File: src/rtl/addsub_pkg.sv
// Shared constants, flag bundle and saturation-limit helpers for the
// pipelined adder-subtractor.
package addsub_pkg;

    localparam logic ADD = 1'b0;
    localparam logic SUB = 1'b1;

    // Widest operand the saturation helpers can describe.
    localparam int unsigned SAT_FN_W = 64;

    typedef struct packed {
        logic cout;
        logic ovf;
        logic zero;
        logic neg;
    } addsub_flags_t;

    // Largest positive two's-complement value of the given width (0111..1).
    function automatic logic [SAT_FN_W-1:0] sat_max_f(input int unsigned width);
        logic [SAT_FN_W-1:0] m;
        m = {SAT_FN_W{1'b0}};
        for (int unsigned i = 0; i + 1 < width; i++) begin
            m[i] = 1'b1;
        end
        return m;
    endfunction

    // Most negative two's-complement value of the given width (1000..0).
    function automatic logic [SAT_FN_W-1:0] sat_min_f(input int unsigned width);
        logic [SAT_FN_W-1:0] m;
        m = {SAT_FN_W{1'b0}};
        if (width > 0 && width <= SAT_FN_W) begin
            m[width-1] = 1'b1;
        end else begin
            m = {SAT_FN_W{1'b0}};
        end
        return m;
    endfunction

endpackage

File: src/rtl/addsub_slice.sv
// One carry-chain chunk: adds a chunk of A, effective B and a carry-in,
// exposing the chunk carry-out and the carry into the chunk MSB.
module addsub_slice
    import addsub_pkg::*;
#(
    parameter int CW = 8
) (
    input  logic [CW-1:0] a,
    input  logic [CW-1:0] be,
    input  logic          carry_in,
    output logic [CW-1:0] sum,
    output logic          carry_out,
    output logic          carry_msb
);

    logic [CW:0] full_s;

    assign full_s    = {1'b0, a} + {1'b0, be} + {{CW{1'b0}}, carry_in};
    assign sum       = full_s[CW-1:0];
    assign carry_out = full_s[CW];
    // The MSB sum bit is a^be^carry_into_msb, so the incoming carry falls out by XOR.
    assign carry_msb = full_s[CW-1] ^ a[CW-1] ^ be[CW-1];

endmodule

File: src/rtl/addsub_pipe.sv
// Pipelined add/sub: the carry chain is split into STAGES chunks with a
// registered carry between them; flags and saturation sit in the last stage.
module addsub_pipe
    import addsub_pkg::*;
#(
    parameter int WIDTH  = 16,
    parameter int STAGES = 2,
    parameter bit SAT_EN = 1'b1
) (
    input  logic             clk,
    input  logic             rst,
    input  logic             in_valid,
    output logic             in_ready,
    input  logic [WIDTH-1:0] a,
    input  logic [WIDTH-1:0] b,
    input  logic             cin,
    input  logic             add_sub,
    input  logic             sat,
    output logic             out_valid,
    input  logic             out_ready,
    output logic [WIDTH-1:0] sum,
    output logic             cout,
    output logic             ovf,
    output logic             zero,
    output logic             neg
);

    localparam int STG_SAFE = (STAGES < 1) ? 1 : STAGES;
    localparam int CW       = WIDTH / STG_SAFE;
    localparam int LAST     = STG_SAFE - 1;

    localparam logic [SAT_FN_W-1:0] SAT_MAX_W = sat_max_f(WIDTH);
    localparam logic [SAT_FN_W-1:0] SAT_MIN_W = sat_min_f(WIDTH);
    localparam logic [WIDTH-1:0]    SAT_MAX   = SAT_MAX_W[WIDTH-1:0];
    localparam logic [WIDTH-1:0]    SAT_MIN   = SAT_MIN_W[WIDTH-1:0];

    if (STAGES < 1 || (WIDTH % STG_SAFE) != 0 || WIDTH > SAT_FN_W) begin : g_bad_cfg
        $error("addsub_pipe: WIDTH must be a multiple of STAGES, STAGES >= 1");
    end

    // Replace one CW-bit chunk of a word with a freshly computed chunk.
    function automatic logic [WIDTH-1:0] insert_chunk(input logic [WIDTH-1:0] v,
                                                      input logic [CW-1:0]    c,
                                                      input int unsigned      idx);
        logic [WIDTH-1:0] t;
        t = v;
        t[idx*CW +: CW] = c;
        return t;
    endfunction

    logic             adv_s;
    logic [WIDTH-1:0] a_s     [STG_SAFE];
    logic [WIDTH-1:0] b_s     [STG_SAFE];
    logic [WIDTH-1:0] r_s     [STG_SAFE];
    logic [WIDTH-1:0] r_nxt_s [STG_SAFE];
    logic [CW-1:0]    chunk_s [STG_SAFE];
    logic             as_s    [STG_SAFE];
    logic             sat_s   [STG_SAFE];
    logic             cin_s   [STG_SAFE];
    logic             vld_s   [STG_SAFE];
    logic             co_s    [STG_SAFE];
    logic             cm_s    [STG_SAFE];

    logic             out_valid_r;
    logic [WIDTH-1:0] sum_r;
    addsub_flags_t    flags_r;
    logic [WIDTH-1:0] sum_nxt_s;
    addsub_flags_t    flags_nxt_s;

    // The whole pipe moves together; a held output freezes every stage.
    assign adv_s    = !out_valid_r || out_ready;
    assign in_ready = adv_s;

    for (genvar k = 0; k < STG_SAFE; k++) begin : g_stage
        if (k == 0) begin : g_src
            assign a_s[0]   = a;
            assign b_s[0]   = b;
            assign r_s[0]   = {WIDTH{1'b0}};
            assign as_s[0]  = add_sub;
            assign sat_s[0] = sat & SAT_EN;
            assign cin_s[0] = cin;
            assign vld_s[0] = in_valid;
        end else begin : g_src
            logic [WIDTH-1:0] a_r;
            logic [WIDTH-1:0] b_r;
            logic [WIDTH-1:0] r_r;
            logic             as_r;
            logic             sat_r;
            logic             c_r;
            logic             vld_r;

            // Skew register: carry, finished low chunks and pending high operands.
            always_ff @(posedge clk or posedge rst) begin
                if (rst) begin
                    a_r   <= {WIDTH{1'b0}};
                    b_r   <= {WIDTH{1'b0}};
                    r_r   <= {WIDTH{1'b0}};
                    as_r  <= 1'b0;
                    sat_r <= 1'b0;
                    c_r   <= 1'b0;
                    vld_r <= 1'b0;
                end else if (adv_s) begin
                    a_r   <= a_s[k-1];
                    b_r   <= b_s[k-1];
                    r_r   <= r_nxt_s[k-1];
                    as_r  <= as_s[k-1];
                    sat_r <= sat_s[k-1];
                    c_r   <= co_s[k-1];
                    vld_r <= vld_s[k-1];
                end
            end

            assign a_s[k]   = a_r;
            assign b_s[k]   = b_r;
            assign r_s[k]   = r_r;
            assign as_s[k]  = as_r;
            assign sat_s[k] = sat_r;
            assign cin_s[k] = c_r;
            assign vld_s[k] = vld_r;
        end

        addsub_slice #(.CW(CW)) u_slice (
            .a         (a_s[k][k*CW +: CW]),
            .be        (b_s[k][k*CW +: CW] ^ {CW{as_s[k] == SUB}}),
            .carry_in  (cin_s[k]),
            .sum       (chunk_s[k]),
            .carry_out (co_s[k]),
            .carry_msb (cm_s[k])
        );

        assign r_nxt_s[k] = insert_chunk(r_s[k], chunk_s[k], k);
    end

    // Final-stage saturation mux and flags; cout/ovf always describe the raw sum.
    always_comb begin
        sum_nxt_s        = r_nxt_s[LAST];
        flags_nxt_s.cout = co_s[LAST];
        flags_nxt_s.ovf  = cm_s[LAST] ^ co_s[LAST];
        if (sat_s[LAST] && flags_nxt_s.ovf) begin
            if (a_s[LAST][WIDTH-1]) begin
                sum_nxt_s = SAT_MIN;
            end else begin
                sum_nxt_s = SAT_MAX;
            end
        end else begin
            sum_nxt_s = r_nxt_s[LAST];
        end
        flags_nxt_s.zero = (sum_nxt_s == {WIDTH{1'b0}});
        flags_nxt_s.neg  = sum_nxt_s[WIDTH-1];
    end

    // Output register: the last pipeline stage.
    always_ff @(posedge clk or posedge rst) begin
        if (rst) begin
            out_valid_r <= 1'b0;
            sum_r       <= {WIDTH{1'b0}};
            flags_r     <= '{cout: 1'b0, ovf: 1'b0, zero: 1'b0, neg: 1'b0};
        end else if (adv_s) begin
            out_valid_r <= vld_s[LAST];
            sum_r       <= sum_nxt_s;
            flags_r     <= flags_nxt_s;
        end
    end

    assign out_valid = out_valid_r;
    assign sum       = sum_r;
    assign cout      = flags_r.cout;
    assign ovf       = flags_r.ovf;
    assign zero      = flags_r.zero;
    assign neg       = flags_r.neg;

endmodule

File: config.mk
export PLATFORM = sky130hd
export DESIGN_NAME = addsub_pipe
export DESIGN_NICKNAME = d
export VERILOG_FILES = /design/src/rtl/addsub_pkg.sv /design/src/rtl/addsub_slice.sv /design/src/rtl/addsub_pipe.sv
export SDC_FILE = /design/constraint.sdc
export NUM_CORES = 1
export LEC_CHECK = 0
export ABC_AREA = 1
export ABC_CLOCK_PERIOD_IN_PS = 3100
export BUFFER_PORTS_ARGS = -buffer_cell sky130_fd_sc_hd__buf_2
export CAP_MARGIN = 40
export CELL_PAD_IN_SITES_DETAIL_PLACEMENT = 1
export CELL_PAD_IN_SITES_GLOBAL_PLACEMENT = 2
export CORE_MARGIN = 2
export CORE_UTILIZATION = 31
export DETAILED_ROUTE_END_ITERATION = 8
export PLACE_DENSITY_LB_ADDON = 0.1
export SYNTH_ARGS = -nofsm -noshare
export SYNTH_HDL_FRONTEND = slang
export SYNTH_SLANG_ARGS = --single-unit
File: constraint.sdc
create_clock -name clk -period 3.1 [get_ports clk]
set_input_delay 0.31 -clock clk [delete_from_list [all_inputs] [get_ports clk]]
set_output_delay 0.31 -clock clk [all_outputs]
set_load 0.005 [all_outputs]
==> flow_metrics.tcl, run 1 <==
set metrics [dict create \
    status "finished with violations" \
    violations "negative hold slack" \
    h-tree-depth 2 \
    row_count 34 \
    grt_first_pass_wirelength_mm 11.9 \
    dp_slack_ps 148 \
    holdWs_ps -2.50 \
    endpoint_kind "flip-flop" \
    synth_adder_area_share_pct 9.11 \
    coreArea_um2 8760 \
    drive_above_1_share_pct 21.0 \
    fin_area_um2 3360 \
    clock_latency_ps 300 \
    fin_ws_ps 362 \
    drt_pre_antenna_iters 4 \
    cts_tree "built" \
    port_buffers 60 \
    synth-compound-area-share_pct 9.46 \
    crit_top_cell "nand2_1" \
    crit_slowest_cell "dfrtp_2" \
    synth.ff_latch_count 48 \
    ys_warn_count 0 \
    grt_pass1_vias 2424 \
    report.final.hold_viol_count 3 \
    postSynthAreaPerCell_um2 8.08 \
    path_cells "xnor2_1 -> fa_1 -> inv_1 -> fa_1 -> nand3_1 -> nand2_1 -> nand2_1 -> nand3_1 -> inv_1 -> nand3_2 -> nand3_4 -> nand2_1 -> nand2_1 -> nor2_1 -> nand3_1 -> o21bai_2" \
    layout_commonest_cell "nand2_1" \
    syn-num-nets 404 \
    reg2reg_depth 16 \
    p_total_mw 2.53 \
    slowest_delay_ps 510 \
    placed_cell_area_um2 3220 \
    cts.reportedPaths.clkPinSlew_ps 90 \
    wl_mm 7.07 \
    cp.arrival_ps 2970 \
    area_delta_synth_final_pct 19.9 \
    tns_ps 0 \
    post-dp-hpwl_mm 5.45 \
    fmax_mhz 365 \
    antenna_found_initial 0 \
    final_cell_mix "nand2_1 (112), buf_2 (60), dfrtp_1 (47)" \
    period_minus_slack_ps 2740 \
    timing_worst_setup_path_type "reg2reg" \
    nFillCells 1095 \
    vias 2393 \
    synthesis.instances 347 \
    clock_skew_ps 6.04 \
    overflow 0 \
    synth_xor_area_share_pct 6.56 \
    slew_viol_final 0 \
    period_share_pct 88.3 \
    worst_slew_pin_slew_ps 445 \
    crit_required_ps 3330 \
    initial_core_util_pct 32.0 \
    grtUsageTotal_pct 15.1 \
    synth_top_family_by_area "simple AND/OR/NAND/NOR gates" \
    crit_fanout 20 \
    drt_iter0_drc 58 \
    cp-start-kind "flip-flop" \
    leakagePower_nw 1.78 \
    via_per_inst 4.66 \
    ys_seq_area_share_pct 42.9 \
    cts_sinks 48 \
    power_density_nw_per_um2 754 \
    die_area_um2 9820 \
    numCtsBuffers 5 \
    grt_max_degree 38 \
    relSlewSlack_pct 70.3 \
    yosysUniqueCellTypes 33 \
    cts_max_path_buffers 2 \
    cts-root-buf "clkbuf_8" \
    hp-class "in2async" \
    antenna_cells 0 \
    nets 462 \
    wl_per_cell_um 13.8 \
    ff2ff_setup_slack_ps 360 \
    routabilityCongestion 0.759 \
    drc 0 \
    chipWidth_um 99.1 \
    die_h_um 99.1 \
    ir_drop_mv 0.253 \
    ant_nets 0 \
    syn-cell-area_um2 2800 \
    pin_count 61 \
    setup_viol 0 \
    yosys.area_share.simple_pct 25.4 \
    maxCapViolCount 0 \
    muxShareOfSynthArea_pct 0 \
    rsz0062_at_grt "no" \
]
## per-layer routing
metal | GRT usage [%] | vias to the layer above | wire length [um]
met5 | 0 | - | 0
met4 | 3.79 | 0 | 74
met3 | 2.41 | 5 | 222
met2 | 22.7 | 39 | 3040
met1 | 22.6 | 1126 | 3730
li1 | - | 1223 | -
## power by group
group | internal (mW) | switching [mW]
sequential | 0.810 | 0.119
clock | 0.318 | 0.222
combinational | 0.430 | 0.635
total | 1.56 | 0.976
## sequential cells by signal, indices dropped and copies added, names as in the netlist, 8 cells and up
register           cells
g_stage.g_src.a_r      8
sum                   16
g_stage.g_src.b_r      8
g_stage.g_src.r_r      8
## cells in the mapped netlist
cell type | count | area, um^2
xor2_1 | 18 | 158
dfrtp_1 | 48 | 1200
nor3_1 | 1 | 5.00
o41ai_1 | 2 | 17.5
fa_1 | 4 | 80.1
or2_2 | 1 | 6.26
buf_6 | 1 | 11.3
ha_1 | 14 | 175
nand3_1 | 17 | 85.1
nand4_1 | 1 | 6.26
a21oi_1 | 7 | 35.0
a21oi_2 | 2 | 17.5
a31oi_1 | 14 | 87.6
a22oi_1 | 1 | 7.51
clkbuf_1 | 10 | 37.5
inv_2 | 1 | 3.75
inv_1 | 27 | 101
buf_2 | 1 | 5.00
o21bai_2 | 1 | 11.3
and2_1 | 1 | 6.26
nand4_2 | 1 | 12.5
buf_4 | 3 | 22.5
o21ai_0 | 13 | 65.1
nor2_1 | 34 | 128
xnor2_1 | 3 | 26.3
or2_1 | 1 | 6.26
clkinv_1 | 1 | 3.75
or2_0 | 1 | 6.26
a211oi_1 | 1 | 7.51
o31ai_1 | 1 | 7.51
nand2_1 | 112 | 420
nand3_2 | 3 | 30.0
a22o_1 | 1 | 8.76
## logic make-up (layout without fill, tap and decap cells)
| logic type | after synthesis | after routing |
|---|---|---|
| and+or+nand+nor | 173 | 173 |
| DFF | 48 | 48 |
| adders and majority gates | 18 | 18 |
| buffers and inverters | 44 | 102 |
| AOI/OAI and AO/OA | 43 | 43 |
| xor gates and xnor gates | 21 | 21 |
## worst max-delay path: cells and delay by family (launching register included)
family | cells | cell delay [ps]
AND/OR/NAND/NOR | 10 | 1130
adder cells (fa/ha/maj) | 2 | 580
XOR/XNOR | 1 | 170
buffers and inverters | 2 | 180
flip-flops | 1 | 510
AO/OA/AOI/OAI | 1 | 120
## metrics by stage
| stage | instances | util, % |
|---|---|---|
| floorplan | 347 | - |
| CTS | 513 | 38.2 |
| global route | 513 | 38.3 |
| detailed placement | 506 | 36.8 |
| global placement | 505 | 36.5 |
| finish | 513 | 38.3 |
## cell type report
cell class | instances | area (um^2) | area share, %
inverters | 29 | 109 | 3.24
well taps | 108 | 135 | 4.02
clock buffers | 5 | 68.8 | 2.05
repair buffers | 66 | 358 | 10.7
clock inverters | 2 | 60.1 | 1.79
multi-input cells | 255 | 1430 | 42.5
flip-flops and latches | 48 | 1200 | 35.8
## path summary, 6_finish.rpt
check / from / end
worst max-delay path: g_stage[1].g_src.as_r$_DFFE_PP0P_ / zero$_DFFE_PP0P_
min in group clk: a[13] / g_stage[1].g_src.a_r[13]$_DFFE_PP0P_
max in group asynchronous: rst / g_stage[1].g_src.r_r[7]$_DFFE_PP0P_
worst max register to register: g_stage[1].g_src.as_r$_DFFE_PP0P_ / zero$_DFFE_PP0P_
worst min-delay path: rst / g_stage[1].g_src.a_r[13]$_DFFE_PP0P_
worst min register to register: g_stage[1].g_src.vld_r$_DFFE_PP0P_ / out_valid$_DFFE_PP0P_
## timing repair
action,4_1_cts,5_1_grt
setup endpoints to repair,0,2
hold buffers,0,0
buffers inserted,0,0
endpoints found under the hold margin,0,0
gates resized for setup,0,2
Note: power is estimated with default switching activity, not from simulation.
==> inputs of run 2 (changes only) <==
CORE_MARGIN = not set   (was 2)
HOLD_SLACK_MARGIN = 0.06   (was not set)
SLEW_MARGIN = 30   (was not set)
==> run 2 against run 1 <==
  * The flow now finishes without violations
  * Clock skew decreased by 1.6 ps
  * Final cell count stayed put
  * Sequential share of layout area rose by 0.35 points
  * Count of clock-buffer cells in the layout unchanged
  * Via count about the same
  * Non-clock buffer count is 1 lower
  * Clock power down 15%
  * Combinational power about the same
  * Largest cell class unchanged
  * Highest routed layer unchanged
==> flow_metrics.tcl, run 2 (synthesized netlist as in run 1, its figures left out) <==
set metrics [dict create \
    status "finished, final reports clean" \
    p_total_mw 2.44 \
    area_delta_synth_final_pct 18.6 \
    cts_tree "built" \
    drt_pre_antenna_iters 4 \
    wl_mm 6.78 \
    r2r_end "zero$_DFFE_PP0P_" \
    leakagePower_nw 1.76 \
    routabilityCongestion 0.819 \
    port_buffers 60 \
    post-dp-hpwl_mm 5.24 \
    ff2ff_setup_slack_ps 290 \
    drive_above_1_share_pct 20.7 \
    cp-start-kind "flip-flop" \
    endpoint_kind "flip-flop" \
    slew_viol_final 0 \
    clock_skew_ps 4.46 \
    top_layer "met4" \
    rsz0062_at_grt "no" \
    wl_met2_mm 2.90 \
    coreArea_um2 8720 \
    crit_required_ps 3330 \
    power_density_nw_per_um2 734 \
    nets 461 \
    grt_pass1_vias 2421 \
    fmax_mhz 355 \
    relSlewSlack_pct 59.7 \
    row_count 34 \
    cts_max_path_buffers 2 \
    h-tree-depth 2 \
    die_area_um2 9430 \
    layout_commonest_cell "nand2_1" \
    slowest_delay_ps 470 \
    overflow 0 \
    wl_per_cell_um 13.2 \
    r2r_start "g_stage[1].g_src.as_r$_DFFE_PP0P_" \
    die_h_um 97.1 \
    crit_top_cell "nand2_1" \
    nFillCells 1066 \
    path_cells "xnor2_1 -> fa_1 -> inv_1 -> fa_1 -> nand3_1 -> nand2_1 -> nand2_1 -> nand3_1 -> inv_1 -> nand3_2 -> nand3_4 -> nand2_1 -> nand2_1 -> nor2_1 -> nand3_1 -> o21bai_2" \
    grt_first_pass_wirelength_mm 11.8 \
    drc 0 \
    ant_nets 0 \
    cts.reportedPaths.clkPinSlew_ps 90 \
    post_cts_buffers 0 \
    setup_viol 0 \
    crit_slowest_cell "dfrtp_1" \
    multiInputGateArea_um2 1430 \
    pin_count 61 \
    cts-root-buf "clkbuf_8" \
    chipWidth_um 97.1 \
    antenna_cells 0 \
    numCtsBuffers 5 \
    grtUsageTotal_pct 15.5 \
    tns_ps 0 \
    period_share_pct 90.7 \
    regArea_um2 1200 \
    m1WireLength_mm 3.61 \
    final_cell_mix "nand2_1 (112), buf_2 (60), dfrtp_1 (48)" \
    drt_iter0_drc 31 \
    largest_register_ffs 16 \
    report.final.hold_viol_count 0 \
    ir_drop_mv 0.213 \
    initial_core_util_pct 32.1 \
    via_per_inst 4.67 \
    crit_fanout 20 \
    cp.arrival_ps 3050 \
    reg2reg_depth 16 \
    crit_start "g_stage[1].g_src.as_r$_DFFE_PP0P_" \
    timing_worst_setup_path_type "reg2reg" \
    period_minus_slack_ps 2810 \
    maxCapViolCount 0 \
    vias 2394 \
    grt_max_degree 49 \
    antenna_found_initial 0 \
    clock_latency_ps 300 \
    cts_sinks 48 \
    crit_end "zero$_DFFE_PP0P_" \
    worst_slew_pin_slew_ps 604 \
    met3WireLength_um 197 \
    hp-class "in2async" \
]
==> run 2: cell count changes in the layout (fill, tap and decap cells not counted), sizes merged <==
cell	previous run	this run
buf	66	65
bufinv	2	1
clkinv	1	2
clkinvlp	0	1
==> run 2: report_power, final <==
| group | total [mW] | internal (mW) | switching [mW] |
|---|---|---|---|
| sequential | 0.923 | 0.809 | 0.114 |
| clock | 0.460 | 0.239 | 0.221 |
| combinational | 1.06 | 0.426 | 0.629 |
| total | 2.44 | 1.47 | 0.964 |
==> run 2: metrics by stage <==
step / instances / utilization, % / hold slack (ps) / setup WS, ps / area (um^2)
final: 513 / 38.1 / 70.7 / 287 / 3320
after global routing: 513 / 38.1 / 126 / 11.4 / 3320
after CTS: 513 / 38.0 / 103 / 136 / 3320
after detailed placement: 505 / 36.7 / 438 / 178 / 3200
after global placement: 505 / 36.7 / 437 / 334 / 3200
after floorplan: 347 / - / 420 / 692 / 2800
==> run 2: timing repair <==
action	in CTS	in global routing
hold buffers	0	0
endpoints found under the setup margin	0	1
resized for setup	0	1
==> run 2: final cells by class <==
| class | count | area share [%] |
|---|---|---|
| Clock buffer | 5 | 2.07 |
| Multi-Input combinational cell | 255 | 42.9 |
| Clock inverter | 3 | 1.28 |
| Sequential cell | 48 | 36.1 |
| Tap cell | 108 | 4.07 |
| Inverter | 29 | 3.35 |
| Timing Repair Buffer | 65 | 10.2 |
==> run 2: layer usage <==
metal,global-route usage [%],vias up
met2,24.1,38
li1,-,1221
met5,0,-
met1,22.3,1130
met3,2.73,5
met4,3.79,0
==> run 2: how the worst min path moves through the flow <==
stage	from	to	slack, ps	cells past startpoint
floorplan	a[10]	g_stage[1].g_src.a_r[10]$_DFFE_PP0P_	420	2
global placement	g_stage[1].g_src.vld_r$_DFFE_PP0P_	out_valid$_DFFE_PP0P_	440	2
detailed placement	rst	g_stage[1].g_src.a_r[11]$_DFFE_PP0P_	440	2
CTS	rst	sum[12]$_DFFE_PP0P_	100	2
global route	rst	sum[13]$_DFFE_PP0P_	130	2
finish	rst	g_stage[1].g_src.a_r[11]$_DFFE_PP0P_	70	2
==> run 2: critical path, delay by kind of cell, from the launching register on <==
kind / cells / cell delay, ps
simple gates: 10 / 1180
fa+ha+maj: 2 / 590
flops: 1 / 470
buf+inv: 2 / 190
xor+xnor: 1 / 170
compound gates: 1 / 130
==> inputs of run 3 (changes only) <==
SYNTH_HIERARCHICAL = 1   (was not set)
==> run 3 against run 2 <==
  * The run now ends with design-rule violations left
  * Utilization is 0.072 points higher
  * Global-route usage fell by 0.39 points
  * Critical path type unchanged
  * Highest routed layer unchanged
  * First-iteration DRC count is 77% higher
  * Count of clock-buffer cells in the layout unchanged
==> flow_metrics.tcl, run 3 <==
set metrics [dict create \
    path_cells "xor2_1 -> fa_1 -> fa_1 -> nand3_1 -> nand2_1 -> nand4_1 -> nand3_1 -> nand2_1 -> nand3_4 -> a21oi_1 -> nand2_1 -> nor2_1 -> nand3_1 -> nand2_1" \
    holdWs_ps 72.2 \
    syn-num-nets 409 \
    cts.reportedPaths.clkPinSlew_ps 100 \
    row_count 34 \
    overflow 0 \
    relSlewSlack_pct 54.7 \
    clock_latency_ps 300 \
    slew_viol_final 0 \
    cts_max_path_buffers 2 \
    layout_commonest_cell "nand2_1" \
    setup_viol 0 \
    area_delta_synth_final_pct 18.4 \
    chipWidth_um 97.7 \
    numCtsBuffers 5 \
    largest_register_ffs 16 \
    p_total_mw 2.58 \
    cp.arrival_ps 3040 \
    fin_ws_ps 304 \
    postSynthAreaPerCell_um2 8.07 \
    status "finished with violations" \
    cpLargestDelayFamily "simple AND/OR/NAND/NOR gates" \
    critPathBufInv 0 \
    maxCapViolCount 0 \
    nFillCells 1071 \
    via_per_inst 4.51 \
    slowest_delay_ps 430 \
    synthesis.instances 352 \
    period_share_pct 90.2 \
    clock_skew_ps 16.2 \
    drt_iter0_drc 55 \
    dp_slack_ps 195 \
    wl_per_cell_um 12.8 \
    wl_mm 6.60 \
    leakagePower_nw 1.81 \
    post_cts_buffers 0 \
    tns_ps 0 \
    ant_nets 0 \
    initial_core_util_pct 32.3 \
    crit_required_ps 3340 \
    pin_count 61 \
    cp-start-kind "flip-flop" \
    drt_pre_antenna_iters 6 \
    hp-class "in2async" \
    cts_tree "built" \
    final_cell_mix "nand2_1 (132), buf_2 (60), dfrtp_1 (48)" \
    antenna_found_initial 0 \
    crit_slowest_cell "fa_1" \
    ir_drop_mv 0.221 \
    violations "design-rule violations" \
    fmax_mhz 358 \
    antenna_cells 0 \
    timing_worst_setup_path_type "reg2reg" \
    layoutNonFillerInstCount 517 \
    grt_pass1_vias 2384 \
    grtUsageTotal_pct 15.1 \
    routabilityCongestion 0.753 \
    die_area_um2 9550 \
    power_density_nw_per_um2 768 \
    die_h_um 97.7 \
    h-tree-depth 2 \
    grt_max_degree 49 \
    worst_slew_pin_slew_ps 678 \
    drc 8 \
    dpl.cell_count 509 \
    report.final.hold_viol_count 0 \
    coreArea_um2 8810 \
    nets 465 \
    syn-cell-area_um2 2840 \
    period_minus_slack_ps 2800 \
    crit_top_cell "nand2_1" \
    cts-root-buf "clkbuf_8" \
    port_buffers 60 \
    vias 2333 \
    endpoint_kind "flip-flop" \
    ys_warn_count 6 \
    cts_sinks 48 \
    rsz0062_at_grt "no" \
    post-dp-hpwl_mm 5.10 \
    crit_fanout 21 \
    drive_above_1_share_pct 22.5 \
    grt_first_pass_wirelength_mm 11.6 \
]
[run 3: where the power goes]
| part | switching [mW] | leakage, nW | total [mW] | internal [mW] |
|---|---|---|---|---|
| sequential | 0.114 | 0.571 | 0.929 | 0.815 |
| clock | 0.222 | 0.0687 | 0.547 | 0.325 |
| combinational | 0.656 | 1.17 | 1.11 | 0.449 |
[run 3: per-stage QoR]
step / util (%) / cell area, um^2
after detailed placement: 36.5 / 3220
after global placement: 36.5 / 3210
after global routing: 38.2 / 3360
final: 38.2 / 3360
after CTS: 38.1 / 3350
after floorplan: - / 2840
[run 3: path summary, 6_finish.rpt]
check	cells past startpoint	slack, ps	startpoint	end
setup / recovery	14	300	g_stage[1].g_src.as_r$_DFFE_PP0P_	zero$_DFFE_PP0P_
hold / removal	2	70	rst	sum[7]$_DFFE_PP0P_
setup reg to reg	14	300	g_stage[1].g_src.as_r$_DFFE_PP0P_	zero$_DFFE_PP0P_
hold reg to reg	2	470	g_stage[1].g_src.vld_r$_DFFE_PP0P_	out_valid$_DFFE_PP0P_
max in group asynchronous	2	2590	rst	g_stage[1].g_src.a_r[8]$_DFFE_PP0P_
min in group clk	3	200	b[10]	g_stage[1].g_src.b_r[10]$_DFFE_PP0P_
[run 3: per-layer routing]
| layer | routed length, um | track usage (%) | up-vias |
|---|---|---|---|
| met5 | 0 | 0 | - |
| li1 | - | - | 1215 |
| met1 | 3560 | 22.7 | 1068 |
| met4 | 55 | 4.20 | 0 |
| met2 | 2740 | 22.1 | 46 |
| met3 | 237 | 2.66 | 4 |
[run 3: worst reg2reg max path, stage by stage (launching register included)]
cell and delay [ps]:
dfrtp_1 410, xor2_1 180, fa_1 430, fa_1 410, nand3_1 100, nand2_1 90
nand4_1 90, nand3_1 90, nand2_1 160, nand3_4 220, a21oi_1 260, nand2_1 70
nor2_1 90, nand3_1 70, nand2_1 60
[run 3: layout make-up]
| type | instances | area, um^2 | area share (%) |
|---|---|---|---|
| inverters | 21 | 81.3 | 2.42 |
| repair buffers | 63 | 323 | 9.60 |
| well taps | 108 | 135 | 4.02 |
| clock inverters | 3 | 68.8 | 2.05 |
| clock buffers | 5 | 68.8 | 2.05 |
| flip-flops and latches | 48 | 1200 | 35.7 |
| multi-input cells | 269 | 1480 | 44.1 |
[run 3: timing repair]
action                     CTS  global route
gates resized for setup      0             1
setup endpoints to repair    0             1
hold buffers                 0             0
